<file path="config.mk">
export PLATFORM = sky130hd
export DESIGN_NAME = teleprinter_sequencer_flat
export DESIGN_NICKNAME = d
export VERILOG_FILES = /design/src/rtl/teleprinter_sequencer_if.sv /design/src/rtl/teleprinter_sequencer.sv /design/src/flat_wrapper.sv
export SDC_FILE = /design/constraint.sdc
export NUM_CORES = 1
export LEC_CHECK = 0
export CAP_MARGIN = 20
export CORE_MARGIN = 2
export CORE_UTILIZATION = 45
export CTS_CLUSTER_DIAMETER = 40
export DETAILED_ROUTE_END_ITERATION = 6
export GPL_TIMING_DRIVEN = 0
export PLACE_DENSITY = 0.75
export SLEW_MARGIN = 20
export SYNTH_ARGS = -nofsm -noshare
export SYNTH_HDL_FRONTEND = slang
export SYNTH_SLANG_ARGS = --single-unit
</file>
<file path="constraint.sdc">
create_clock -name clk -period 2.55 [get_ports clk]
set_input_delay 0.6375 -clock clk [delete_from_list [all_inputs] [get_ports clk]]
set_output_delay 0.6375 -clock clk [all_outputs]
set_load 0.02 [all_outputs]
</file>
<file path="src/rtl/teleprinter_sequencer_if.sv">
// Bundle between main control / store readout and the teleprinter sequencer.
// The control side (master) presents O orders and sees the handshake and
// line status; the sequencer (slave) owns the serial line and status flags.
interface teleprinter_sequencer_if #(
   parameter int CHAR_W = 5
);
   logic              op_o;
   logic [CHAR_W-1:0] char_in;
   logic              ord_ack;
   logic              stop_one_c;
   logic              prt_busy;
   logic              tp_line;
   logic              char_done;
   logic [2:0]        bit_idx;

   modport master (
      output op_o, char_in,
      input  ord_ack, stop_one_c, prt_busy, tp_line, char_done, bit_idx
   );

   modport slave (
      input  op_o, char_in,
      output ord_ack, stop_one_c, prt_busy, tp_line, char_done, bit_idx
   );
endinterface

</file>
<file path="src/rtl/teleprinter_sequencer.sv">
// EDSAC output teleprinter sequencer.
// Accepts a character on an O order, serialises it as one start bit (space),
// CHAR_W code bits LSB first and STOP_BITS stop periods (mark), and stalls
// main control while a further O order waits for the line to become free.
module teleprinter_sequencer #(
   parameter int BIT_TICKS = 16,
   parameter int STOP_BITS = 2,
   parameter int CHAR_W    = 5
) (
   input  logic                    clk,
   input  logic                    rst,
   teleprinter_sequencer_if.slave  bus
);

   localparam int TICK_W = (BIT_TICKS > 1) ? $clog2(BIT_TICKS) : 1;

   typedef enum logic [1:0] {
      IDLE  = 2'd0,
      START = 2'd1,
      BITS  = 2'd2,
      STOP  = 2'd3
   } state_t;

   state_t              state_q, state_d;
   logic [TICK_W-1:0]   tick_q, tick_d;
   // Counts code bits in BITS and stop periods in STOP.
   logic [2:0]          bit_q, bit_d;
   logic [CHAR_W-1:0]   char_q;
   logic                load_char;
   logic                ack_q, ack_d;
   logic                done_q, done_d;
   logic                tick_last;
   logic                line;

   assign tick_last = (tick_q == TICK_W'(BIT_TICKS - 1));

   // State, counters, latched character and the two registered pulses.
   always_ff @(posedge clk or posedge rst) begin
      if (rst) begin
         state_q <= IDLE;
         tick_q  <= '0;
         bit_q   <= '0;
         char_q  <= '0;
         ack_q   <= 1'b0;
         done_q  <= 1'b0;
      end else begin
         state_q <= state_d;
         tick_q  <= tick_d;
         bit_q   <= bit_d;
         ack_q   <= ack_d;
         done_q  <= done_d;
         if (load_char) begin
            char_q <= bus.char_in;
         end
      end
   end

   // Next-state logic: the tick counter restarts at every state or bit change.
   always_comb begin
      state_d   = state_q;
      tick_d    = tick_q;
      bit_d     = bit_q;
      load_char = 1'b0;
      ack_d     = 1'b0;
      done_d    = 1'b0;
      unique case (state_q)
         IDLE: begin
            tick_d = '0;
            bit_d  = '0;
            if (bus.op_o) begin
               state_d   = START;
               load_char = 1'b1;
               ack_d     = 1'b1;
            end
         end
         START: begin
            if (tick_last) begin
               state_d = BITS;
               tick_d  = '0;
               bit_d   = '0;
            end else begin
               tick_d = tick_q + TICK_W'(1);
            end
         end
         BITS: begin
            if (tick_last) begin
               tick_d = '0;
               if (bit_q == 3'(CHAR_W - 1)) begin
                  state_d = STOP;
                  bit_d   = '0;
               end else begin
                  bit_d = bit_q + 3'd1;
               end
            end else begin
               tick_d = tick_q + TICK_W'(1);
            end
         end
         STOP: begin
            if (tick_last) begin
               tick_d = '0;
               if (bit_q == 3'(STOP_BITS - 1)) begin
                  state_d = IDLE;
                  bit_d   = '0;
                  done_d  = 1'b1;
               end else begin
                  bit_d = bit_q + 3'd1;
               end
            end else begin
               tick_d = tick_q + TICK_W'(1);
            end
         end
         default: begin
            state_d = IDLE;
            tick_d  = '0;
            bit_d   = '0;
         end
      endcase
   end

   // Line level follows the state directly so a reset returns it to mark at once.
   always_comb begin
      line = 1'b1;
      unique case (state_q)
         IDLE:    line = 1'b1;
         START:   line = 1'b0;
         BITS:    line = char_q[bit_q];
         STOP:    line = 1'b1;
         default: line = 1'b1;
      endcase
   end

   assign bus.tp_line    = line;
   assign bus.prt_busy   = (state_q != IDLE);
   assign bus.ord_ack    = ack_q;
   assign bus.char_done  = done_q;
   assign bus.bit_idx    = (state_q == BITS) ? bit_q : 3'd0;
   // Pending order while busy stalls control; it clears the cycle IDLE is reached.
   assign bus.stop_one_c = bus.op_o & (state_q != IDLE) & ~rst;

endmodule
</file>
<file path="src/flat_wrapper.sv">
// flat-port wrapper written by rule: the top's interface ports become plain ports
module teleprinter_sequencer_flat 
#(
   parameter int BIT_TICKS = 16,
   parameter int STOP_BITS = 2,
   parameter int CHAR_W    = 5
)
  (clk, rst, bus_op_o, bus_char_in, bus_ord_ack, bus_stop_one_c, bus_prt_busy, bus_tp_line, bus_char_done, bus_bit_idx);
  teleprinter_sequencer_if #(.CHAR_W(CHAR_W)) bus_i ();
  input  logic clk;
  input  logic rst;
  input wire logic [$bits(bus_i.op_o)-1:0] bus_op_o;
  input wire logic [$bits(bus_i.char_in)-1:0] bus_char_in;
  output wire logic [$bits(bus_i.ord_ack)-1:0] bus_ord_ack;
  output wire logic [$bits(bus_i.stop_one_c)-1:0] bus_stop_one_c;
  output wire logic [$bits(bus_i.prt_busy)-1:0] bus_prt_busy;
  output wire logic [$bits(bus_i.tp_line)-1:0] bus_tp_line;
  output wire logic [$bits(bus_i.char_done)-1:0] bus_char_done;
  output wire logic [$bits(bus_i.bit_idx)-1:0] bus_bit_idx;
  assign bus_i.op_o = bus_op_o;
  assign bus_i.char_in = bus_char_in;
  assign bus_ord_ack = bus_i.ord_ack;
  assign bus_stop_one_c = bus_i.stop_one_c;
  assign bus_prt_busy = bus_i.prt_busy;
  assign bus_tp_line = bus_i.tp_line;
  assign bus_char_done = bus_i.char_done;
  assign bus_bit_idx = bus_i.bit_idx;
  teleprinter_sequencer #(.BIT_TICKS(BIT_TICKS), .STOP_BITS(STOP_BITS), .CHAR_W(CHAR_W)) u_core (.clk(clk), .rst(rst), .bus(bus_i));
endmodule
</file>
* Yosys cells after proc, flatten, opt, wreduce, memory -nomap -nowiden
Cells that the tools add are included.
Cells by class: equal/unequal tests 12, muxes and demuxes 24, add/sub/neg operators 2, $lt $le $gt $ge 1, bitwise operators 3, reductions and logical operators 6
Operators with widths (count):
- 3-bit 2-to-1 mux | 6
- 2-bit 2-to-1 mux | 6
- 3-bit case mux with 4 select lines | 1
- 2-bit by 1-bit inequality test with 1-bit output (second input constant) | 5
- 2-bit case mux with 4 select lines | 1
- 4-bit case mux with 2 select lines | 1
- 1-bit 2-to-1 mux | 6
- 6-bit AND reduction | 1
- 4-bit by 1-bit adder with 4-bit output (second input constant) | 1
- 2-bit == test (second input constant) | 2
- 4-bit == test (second input constant) | 1
- 3-bit by 4-bit < comparator with 1-bit output (second input constant) | 1
- 4-bit 2-to-1 mux | 1
- 3-bit by 1-bit adder with 3-bit output (second input constant) | 1
- 1-bit binary-select mux with 3-bit select | 1
- 3-bit by 1-bit == test with 1-bit output (second input constant) | 1
- 3-bit == test (second input constant) | 1
- 1-bit case mux with 3 select lines | 1
- 3-bit AND reduction | 1
- 3-bit OR reduction | 1
- 1-bit AND | 2
- 2-bit by 1-bit == test with 1-bit output (second input constant) | 1
- 2-bit logical NOT | 1
- 2-bit inequality test (second input constant) | 1
- other kinds (3) | 3
Storage, ports and cells: bits of input ports 8, flip-flop bits (word level) 16, output and inout port bits 8, word-level logic and storage cells 54

* Depth between registers and ports, before layout
Gate-level depths: netlist (run 1).
depth after elaboration 4, gate-level depth with buffers 6, gate-level depth less buffers 6

* Worst setup path after synthesis (run 1)
No wires, ideal clock.
path kind input to output, start input port rst, end output port bus_stop_one_c, required time 1.913 ns, arrival time 1.333 ns, buffers on the path 0, slack 0.580 ns, cell stages on the path 2, path through inv_1 and3_1
On the way: word-level cells in the longest chain between the ends 2
RTL lines:
- from (decl) | RTL line flat_wrapper.sv:11 | input logic rst;
- 1-bit inverter | RTL line teleprinter_sequencer.sv:138 | assign bus.stop_one_c = bus.op_o & (state_q != IDLE) & ~rst;
- 1-bit AND | RTL line teleprinter_sequencer.sv:138
- to (decl) | RTL line flat_wrapper.sv:15 | output wire logic [$bits(bus_i.stop_one_c)-1:0] bus_stop_one_c;
Every way passes these cells.

* Worst setup path in the final report (run 1)
start register u_core.state_q[0], end output port bus_tp_line
On the way: word-level cells in the longest chain between the ends 3, elaborated cells between the ends (all ways) 6, classes of those cells eq/ne: 3; mux: 1; reduce/logical: 2
RTL lines:
- from (decl) | RTL line teleprinter_sequencer.sv:24 | state_t state_q, state_d;
- from (signal assigned) | RTL line teleprinter_sequencer.sv:47 | state_q <= state_d;
- 2-bit == test or 2-bit logical NOT (tied branches) | RTL line teleprinter_sequencer.sv:123 | unique case (state_q)
- 2-bit OR reduction (no line)
- 1-bit case mux with 3 select lines (*) | RTL line teleprinter_sequencer.sv:123
- to (decl) | RTL line flat_wrapper.sv:17 | output wire logic [$bits(bus_i.tp_line)-1:0] bus_tp_line;
Mark *: on every way between the ends. The rest lies on a longest branch, timed or not.

==> results of run 1 <==
## path summary, 6_finish.rpt
kind	end	slack (ns)	depth (start not counted)
worst max-delay path	bus_tp_line	0.07	5
worst min-delay path	u_core.tick_q[0]	0.50	1
worst max register to register	u_core.state_q[1]	0.72	6
worst min register to register	u_core.tick_q[0]	0.50	1
max in group asynchronous	u_core.bit_q[1]	1.59	3
min in group asynchronous	u_core.state_q[0]	0.77	3
## logic make-up (layout without fill, tap and decap cells)
group	after synthesis	in the layout	share of synthesized area
adder cells (fa/ha/maj)	12	12	0.1604
multiplexers	10	10	0.1203
flip-flops	16	16	0.4278
XOR/XNOR	1	1	0.009360
AO/OA/AOI/OAI	14	14	0.1283
AND/OR/NAND/NOR	19	19	0.1177
buffers and inverters	9	29	0.03609
## synthesized netlist by cell type, types with 2 or more instances
library cell  count  share of area
mux2_2            6          0.072
ha_1             12           0.16
nor2_1            3          0.012
nand2b_1          3          0.020
nor3_1            3          0.016
and2_1            3          0.020
mux2i_1           3          0.032
inv_1             9          0.036
o21ai_0           2          0.011
dfrtp_1          16           0.43
a21oi_1           4          0.021
## what timing repair did
action,4_1_cts,5_1_grt
setup endpoints to repair,5,2
buffers inserted,1,0
resized for setup,7,3
gates cloned,0,0
## per-stage QoR
| step | worst slack, ns | cells | total power, mW | util |
|---|---|---|---|---|
| 2_1_floorplan | 0.5799 | 81 | 0.2642 | - |
| 6_report | 0.07497 | 128 | 0.4451 | 0.5957 |
| 3_3_place_gp | -0.4771 | 123 | 0.2781 | 0.5708 |
| 4_1_cts | 0.01415 | 128 | 0.4476 | 0.5931 |
| 5_1_grt | 0.003256 | 128 | 0.4599 | 0.5957 |
| 3_5_place_dp | -0.4940 | 123 | 0.2784 | 0.5708 |
## per-layer routing
layer  routed length (um)  global-route usage
met1                  779              0.1985
met2                  910              0.2911
met3                   64             0.02727
met4                   61             0.09722
met5                    0                   0
## final cells by class
type	instances	area, um2
fill	185	793.3
multi-input combinational	56	504.2
sequential	16	401.6
inverter	9	37.54
timing repair buffer	16	155.1
clock buffer	4	36.28
tap	27	33.78
## flip-flops by register name, summed over array words and instances (netlist names)
name                  cells
u_core.tick_q             4
u_core.bit_q              3
u_core.char_q             5
u_core.bus.ord_ack        1
u_core.bus.char_done      1
u_core.state_q            2
## power by group through the flow
| stage | Clock (mW) | Sequential (mW) | Combinational, mW |
|---|---|---|---|
| 2_1_floorplan | 0 | 0.259 | 0.00572 |
| 3_3_place_gp | 0 | 0.259 | 0.0196 |
| 3_5_place_dp | 0 | 0.259 | 0.0199 |
| 4_1_cts | 0.172 | 0.254 | 0.0217 |
| 5_1_grt | 0.183 | 0.254 | 0.0234 |
| 6_report | 0.170 | 0.253 | 0.0212 |
==> results.md, run 1 <==
- P_int: 352.4 uW
- WHS: approximately 0.50 ns
- Hold buffer count at CTS: 0
- Routed vias: roughly 670
- N_diodes: 0
- Setup_tns: 0 ns
- Maximum VDD drop: between 0.2 and 0.3 mV
- H-tree levels: 1
- Number of global-route vias before repair: ~700
- GRT Resource Usage Total: 0.1696
- Fin. max-slew vios: 0
- Run status: complete, no violations
- Initial Utilization: 0.4770
- Cell count after synthesis: 81
- Core Area: about 0.0020 mm2
- Mean post-synth cell area: ~12 um2
- Fraction of the cycle the final worst path needs: 0.9706
- CP bufs+invs: 2
- Critical path class: flip-flop to primary output
- I/O pin total: 16
- Post-DP HPWL: ~1.4 mm
- Cell variety after synth: 28
- Share of cells above drive strength 1: 0.1881
- CP startpoint: u_core.state_q[0]
- IO Port Bufs: 15
- GP Congestion: about 0.73
- CTS tree: built
- Gr ovfl total: 0
- Initial antenna violation count: 0
- Synth async-reset ratio: 1.000
- TritonCTS buffer count: 3
- PD cells: 380.9 mW/mm2
- Static leakage: 0.5742 nW
- Final Net Count: ~120
- Flop pwr share: 0.570
- F_max: around 400 MHz
- Mapped Area: approximately 940 um2
- Worst setup SP type: flip-flop
- RSZ-0062 raised after global routing: no
- Most frequent cells in the layout: dfrtp_1 (15), ha_1 (11), clkdlybuf4s50_1 (9)
- Area Growth Syn to Fin: 24.87%
- Clock root cell: clkbuf_4
- Worst endpoint required time: 1.91 ns
- DR vias/cell: between 5 and 6
- Initial DRC Count: 2
- Leading cell type in the layout, fill and taps excluded: dfrtp_1
- Switching Share: 0.2082
- Reg2reg start: u_core.state_q[0]
- Sw Pwr: 92.67 uW
- Most used flip-flop cell after synthesis: dfrtp_1
- Synth Net Count: between 100 and 150
- Final WL: around 1.8 mm
- Slowest-stage cell, CP: dfrtp_1
- Seq cells post-synth: 16
- Die height: 49.61 um
- Die width: 49.61 um
- DRC Markers: 0
- First-pass GRT wire length: 3.105 mm
- Rows: 16
- Yosys Warn Count: 0
- Clock latency on the worst-skew pair: about 0.29 ns
- Final setup fails: 0
- CTS clock-pin slew for the worst setup and hold paths: about 0.10 ns
- Bufs on Longest Clock Path: 2
- Final ANT Viol Nets: 0
- Clock Power Share: 0.383
- Die area: 0.002461 mm2
- Hold Crit Class: flip-flop to flip-flop
- DRT Pass-1 Iters: 4
- DR WL/cell: 14.19 um
- Worst-margin pin slew: between 0.3 and 0.4 ns
- Worst Path Arrival: roughly 1.8 ns
- Clock Skew: between 0.005 and 0.006 ns
- Max_cap viols: 0
- DP Area: 0.001120 mm2
- Worst setup EP type: primary output
- Clk sinks: 16
- Design area: about 0.0012 mm2
- Final min period: approximately 2.5 ns
- Relative slew margins: 0.7527
- Critical path, cell by cell: inv_1 > ha_2 > o31ai_1 > a21oi_1 > clkdlybuf4s15_1
- Crit path max-delay family: buffers and inverters
- CP Max Fanout: 5
- Logic pwr share: 0.048
- Hold Fails Final Rpt: 0
- Sequential area share after synthesis: 0.4278
- Number of synthesized flops with an enable pin: 0
- Largest net degree at the start of global routing: 17
- Delay of the slowest critical-path stage: roughly 0.43 ns
- Hold path start: u_core.tick_q[0]
No activity file was read; power rests on OpenSTA's default activity.
==> run 2, diff against run 1 <==
- ABC_AREA: unset -> 1
- PLACE_DENSITY: 0.75 -> 0.74
- SLEW_MARGIN: 20 -> 10
==> run 2 against run 1 <==
Worst setup slack better by 0.021 ns. Utilization fell by 1.4 points. Sequential power is 65% higher. Largest power group is now combinational logic. Cell area is 1.4% lower. Register-to-register slack better by 0.37 ns. Synthesized area up 1.2%. Via count increased by 12%. Flip-flop and latch count stayed put. Power increased to 2.7 times the previous value. Die area grew 1.1%.
==> results.md, run 2 <==
- Core Area: ~0.002 mm2
- Crit path top cell by count: inv_1
- Setup_tns: 0 ns
- I/O pin total: 16
- CTS clock-pin slew for the worst setup and hold paths: around 0.09 ns
- Met3 usage: 0.02727
- Critical path, cell by cell: inv_1 > ha_2 > nand2_1 > inv_1 > clkdlybuf4s50_1
- DR vias/cell: 4.654
- Maximum VDD drop: approximately 0.50 mV
- Number of global-route vias before repair: ~760
- Post-DP HPWL: 1.316 mm
- TritonCTS buffer count: 3
- Hold buffer count at CTS: 0
- Routed vias: 754
- Reg-to-Reg End: u_core.char_q[0]
- Delay of the slowest critical-path stage: ~0.59 ns
- Largest net degree at the start of global routing: 17
- RSZ-0062 raised after global routing: no
- Worst Path Arrival: 1.82 ns
- Yosys Warn Count: 0
- Clock Skew: roughly 0.0026 ns
- Synth Net Count: between 100 and 150
- Final Net Count: between 150 and 200
- Initial Utilization: 0.4779
- DRT Pass-1 Iters: 4
- Cell count of the worst reg-to-reg path: 6
- Worst R2R Setup Slack: roughly 1.1 ns
- Worst setup EP type: primary output
- Fraction of the cycle the final worst path needs: 0.9622
- CP startpoint: u_core.state_q[0]
- Fin. max-slew vios: 0
- DR WL/cell: slightly above 10 um
- Final WL: 1.665 mm
- N_diodes: 0
- Gr ovfl total: 0
- GP Congestion: slightly below 0.8
- Setup crit end: bus_bit_idx[0]
- Seq cells post-synth: 16
- Clock root cell: clkbuf_4
- Worst setup SP type: flip-flop
- CP Max Fanout: 5
- First-pass GRT wire length: 3.098 mm
- Final min period: 2.454 ns
- Hold Crit Class: flip-flop to flip-flop
- Fill cells: 193
- Worst endpoint required time: between 1.5 and 2 ns
- Worst-margin pin slew: ~0.6 ns
- Share of cells above drive strength 1: 0.1037
- Clk sinks: 16
- F_max: 407.6 MHz
- Final setup fails: 0
- Ranking of synthesized cells by area: dfrtp_1 (42%), ha_1 (16%), nand2_1 (12%), inv_1 (7.9%), o21ai_0 (4.8%)
- Critical path class: flip-flop to primary output
- Static leakage: between 0.6 and 0.7 nW
- GRT Resource Usage Total: 0.1617
- Clock latency on the worst-skew pair: 0.28 ns
- Final ANT Viol Nets: 0
- Die height: 49.88 um
- Sequential area share after synthesis: 0.4227
- Biggest regs: u_core.char_q: 5 flops, u_core.tick_q: 4 flops, u_core.bit_q: 3 flops
- Met1 Use GR: 0.2160
- Max_cap viols: 0
- Synth async-reset ratio: 1.000
- Leading cell type in the layout, fill and taps excluded: nand2_1
- Most used flip-flop cell after synthesis: dfrtp_1
- Die width: between 40 and 50 um
- Met2 Usage GRT: 0.2622
- Yosys top cell area share: 0.4227
- GRT busiest layer: met2
- Cell variety after synth: 18
- Most frequent cell after synthesis: nand2_1
- Run status: complete, no violations
- Initial DRC Count: 8
- WHS: between 0.4 and 0.5 ns
- Die area: 0.002488 mm2
- CTS tree: built
- Hold Fails Final Rpt: 0
- Rows: 16
- Synth top cells by count: nand2_1 (30), inv_1 (20), dfrtp_1 (16)
- Area Growth Syn to Fin: 21.67%
- Reg2reg start: u_core.state_q[0]
- Bufs on Longest Clock Path: 2
- Initial antenna violation count: 0
- Seq. cell area: ~400 um2
- PD cells: 1045 mW/mm2
- Max reg flops: 5
- Most frequent cells in the layout: nand2_1 (30), inv_1 (20), dfrtp_1 (16)
- Multi-input gate area: ~460 um2
- Cell taking the most area after synthesis: dfrtp_1
- DRC Markers: 0
- Relative slew margins: 0.6010
- Slowest-stage cell, CP: clkdlybuf4s50_1
- Largest Register: u_core.char_q
- Number of synthesized flops with an enable pin: 0
- Cell count after synthesis: 117
- Mean post-synth cell area: approximately 8.1 um2
- IO Port Bufs: 15
- Mapped Area: around 950 um2
- H-tree levels: 1
-- run 2: cell types whose count changed after synthesis, moves of 4 or more --
cell	previous run	this run
nand2_2	0	4
mux2_2	6	0
inv_1	9	20
nand3_1	1	6
o21ai_0	2	9
nand2_1	1	30
nor2_1	3	7
-- run 2: worst min-delay path by stage --
stage / start / to / depth (start not counted)
floorplan: u_core.tick_q[0] / u_core.tick_q[0] / 1
global placement: u_core.tick_q[0] / u_core.tick_q[0] / 1
detailed placement: u_core.tick_q[0] / u_core.tick_q[0] / 1
CTS: u_core.tick_q[0] / u_core.tick_q[0] / 1
global route: u_core.tick_q[0] / u_core.tick_q[0] / 1
finish: u_core.tick_q[0] / u_core.tick_q[0] / 1
-- run 2: metal layers --
| metal | vias up | wire length, um |
|---|---|---|
| met5 | - | 0 |
| met4 | 0 | 0 |
| met3 | 0 | 69 |
| met2 | 13 | 807 |
| met1 | 341 | 787 |
| li1 | 400 | - |
-- run 2: area by class of cell --
| cell class | instances | share of cell area |
|---|---|---|
| multi-input combinational | 78 | 0.4017 |
| clock buffer | 3 | 0.01954 |
| tap | 27 | 0.02932 |
| timing repair buffer | 15 | 0.1270 |
| sequential | 16 | 0.3474 |
| inverter | 23 | 0.07492 |
-- run 2: worst max-delay path, delay by kind of cell, from the launching register on --
kind / cells / cell delay [ns]
flops: 1 / 0.44
fa+ha+maj: 1 / 0.24
simple gates: 1 / 0.06
buf+inv: 3 / 0.79
-- run 2: logic make-up after synthesis --
logic type | Yosys count | synth area share
AND/OR/NAND/NOR | 51 | 0.2404
buffers and inverters | 23 | 0.09115
flip-flops | 16 | 0.4227
AO/OA/AOI/OAI | 14 | 0.07794
adder cells (fa/ha/maj) | 12 | 0.1585
XOR/XNOR | 1 | 0.009249
-- run 2: through the flow --
| stage | power, mW | instances | instance area (um2) | worst slack (ns) | util |
|---|---|---|---|---|---|
| floorplan | 0.9011 | 117 | 947.2 | 0.6261 | - |
| global placement | 1.075 | 159 | 1131 | 0.005115 | 0.5707 |
| detailed placement | 1.100 | 159 | 1131 | 0.001227 | 0.5707 |
| CTS | 1.223 | 162 | 1151 | 0.02893 | 0.5808 |
| global route | 1.350 | 162 | 1152 | 0.01146 | 0.5814 |
| finish | 1.204 | 162 | 1152 | 0.09635 | 0.5814 |
-- run 2: timing repair --
item,4_1_cts,5_1_grt
resized for setup,2,4
endpoints found under the setup margin,2,4
setup buffers,0,0
-- run 2: power breakdown --
part,switching [mW],total [mW],internal (mW)
clock,0.0755,0.130,0.0548
combinational,0.402,0.656,0.253
sequential,0.0680,0.418,0.350
total,0.546,1.20,0.658
==> run 3, diff against run 2 <==
- ABC_AREA: 1 -> unset
- PLACE_DENSITY: 0.74 -> 0.75
- SETUP_SLACK_MARGIN: unset -> 0.4
==> run 3 against run 2 <==
Flip-flop and latch count unchanged. Wire length grew 15%. Maximum frequency is 12% higher. Clock-buffer cell count rose by 1. Cell area is 7.7% higher. Largest cell class unchanged. Largest power group is now registers.
==> results.md, run 3 (synthesis results as in run 1) <==
- Fill cells: 165
- Worst Path Arrival: around 1.6 ns
- Clock root cell: clkbuf_4
- Final design utilization: 0.6327
- Rows: 16
- Leading cell type in the layout, fill and taps excluded: dfrtp_1
- RSZ-0062 raised after global routing: yes
- N_diodes: 0
- DRC Markers: 0
- Maximum VDD drop: 0.2665 mV
- Fraction of the cycle the final worst path needs: 0.8569
- Critical path, cell by cell: mux2i_1 > nor3_1 > o31ai_2 > a21oi_1 > buf_4
- CP Max Fanout: 5
- Final ANT Viol Nets: 0
- Static leakage: approximately 0.61 nW
- Clock latency on the worst-skew pair: about 0.30 ns
- Relative slew margins: 0.7521
- Placed Cells: roughly 120
- Fin. max-slew vios: 0
- Max_cap viols: 0
- Worst R2R Setup Slack: 0.67 ns
- Die area: between 0.002 and 0.0025 mm2
- Number of global-route vias before repair: approximately 700
- Clock Skew: slightly above 0.008 ns
- Final setup fails: 0
- Hold Fails Final Rpt: 0
- CTS clock-pin slew for the worst setup and hold paths: 0.10 ns
- IO Port Bufs: 15
- GP Congestion: approximately 0.73
- Delay of the slowest critical-path stage: ~0.44 ns
- DR vias/cell: about 5.1
- Design area: between 0.001 and 0.0015 mm2
- Critical path class: flip-flop to primary output
- Most frequent cells in the layout: dfrtp_1 (14), ha_1 (10), buf_4 (10)
- WHS: between 0.5 and 0.6 ns
- I/O pin total: 16
- Finished Layout Cells: 136
- TritonCTS buffer count: 3
- Hold Crit Class: flip-flop to flip-flop
- GRT Resource Usage Total: 0.1760
- Routed vias: slightly below 700
- Worst endpoint required time: 1.91 ns
- Die width: ~50 um
- Post-DP HPWL: around 1.4 mm
- Run status: complete, no violations
- Largest net degree at the start of global routing: 17
- DR WL/cell: 14.02 um
- Final Net Count: 130
- Hold buffer count at CTS: 0
- Final min period: 2.185 ns
- Worst Setup Slack, final: 0.3648 ns
- Worst setup EP type: primary output
- Share of cells above drive strength 1: 0.3211
- Biggest regs: u_core.char_q: 5 flops, u_core.tick_q: 4 flops, u_core.bit_q: 3 flops
- Max reg flops: 5
- First-pass GRT wire length: ~3.2 mm
- Gr ovfl total: 0
- Core Area: ~0.0020 mm2
- Final WL: between 1.5 and 2 mm
- Initial Utilization: 0.4770
- Initial DRC Count: 3
- H-tree levels: 1
- Pre-CTS WS: -0.4940 ns
- Initial antenna violation count: 0
- CTS tree: built
- Bufs on Longest Clock Path: 2
- DRT Pass-1 Iters: 2
- F_max: between 400 and 500 MHz
- Clk sinks: 16
- Area Growth Syn to Fin: 32.62%
- PD cells: roughly 360 mW/mm2
- Largest Register: u_core.char_q
- Die height: between 40 and 50 um
- DP Area: 0.001120 mm2
- Worst setup SP type: flip-flop
- Worst-margin pin slew: ~0.37 ns
- Slowest-stage cell, CP: dfrtp_2
-- run 3: changes by cell type in the layout (fill, tap and decap cells not counted), sizes merged, moves of 4 or more --
| cell | change |
|---|---|
| inv | -14 |
| nor2 | -4 |
| buf | +11 |
| clkdlybuf4s15 | +4 |
| clkdlybuf4s50 | -4 |
| mux2 | +7 |
| o21ai | -10 |
| nand3 | -6 |
| nand2 | -34 |
-- run 3: worst max-delay path, delay by kind of cell, from the launching register on --
family,cells,cell delay (ns)
AND/OR/NAND/NOR,1,0.08
buffers and inverters,1,0.17
multiplexers,1,0.23
AO/OA/AOI/OAI,2,0.34
flip-flops,1,0.44
-- run 3: power breakdown --
part           internal (mW)  total, mW  leakage (nW)  switching, mW
Clock                 0.0871      0.173        0.0210         0.0855
Sequential             0.253      0.253         0.209              0
Combinational         0.0111     0.0203         0.376        0.00923
Total                  0.352      0.446         0.606         0.0947
-- run 3: final timing paths --
check                                  start              endpoint  cells past startpoint
min in group asynchronous                rst  u_core.bus.char_done                      3
min reg2reg                 u_core.tick_q[0]      u_core.tick_q[0]                      1
min                         u_core.tick_q[0]      u_core.tick_q[0]                      1
max in group asynchronous                rst       u_core.bit_q[1]                      3
max reg2reg                u_core.state_q[0]     u_core.state_q[1]                      7
max                          u_core.bit_q[1]           bus_tp_line                      5
-- run 3: what timing repair did --
action	CTS	global route
gates resized for setup	26	2
setup endpoints to repair	6	6
pin swaps	0	0
setup buffers	5	4
-- run 3: area by class of cell --
class | count | area (um2) | share of cell area
multi-input cells | 56 | 521.8 | 0.4204
repair buffers | 24 | 209.0 | 0.1683
clock buffers | 4 | 36.28 | 0.02923
well taps | 27 | 33.78 | 0.02722
inverters | 9 | 37.54 | 0.03024
flip-flops and latches | 16 | 402.9 | 0.3246
-- run 3: per-layer routing --
layer / up-vias / GRT usage / share of wire / wire length [um]
met3: 6 / 0.03030 / 0.036 / 69
met4: 0 / 0.1111 / 0.030 / 57
met2: 13 / 0.2889 / 0.50 / 952
met5: - / 0 / 0 / 0
met1: 335 / 0.2119 / 0.43 / 827
li1: 338 / - / - / -
-- run 3: metrics by stage --
step / setup TNS (ns) / power (mW)
after CTS: 0 / 0.4468
after global routing: 0 / 0.4591
after detailed placement: -0.4940 / 0.2784
final: 0 / 0.4463
after floorplan: 0 / 0.2642
after global placement: -0.4771 / 0.2781
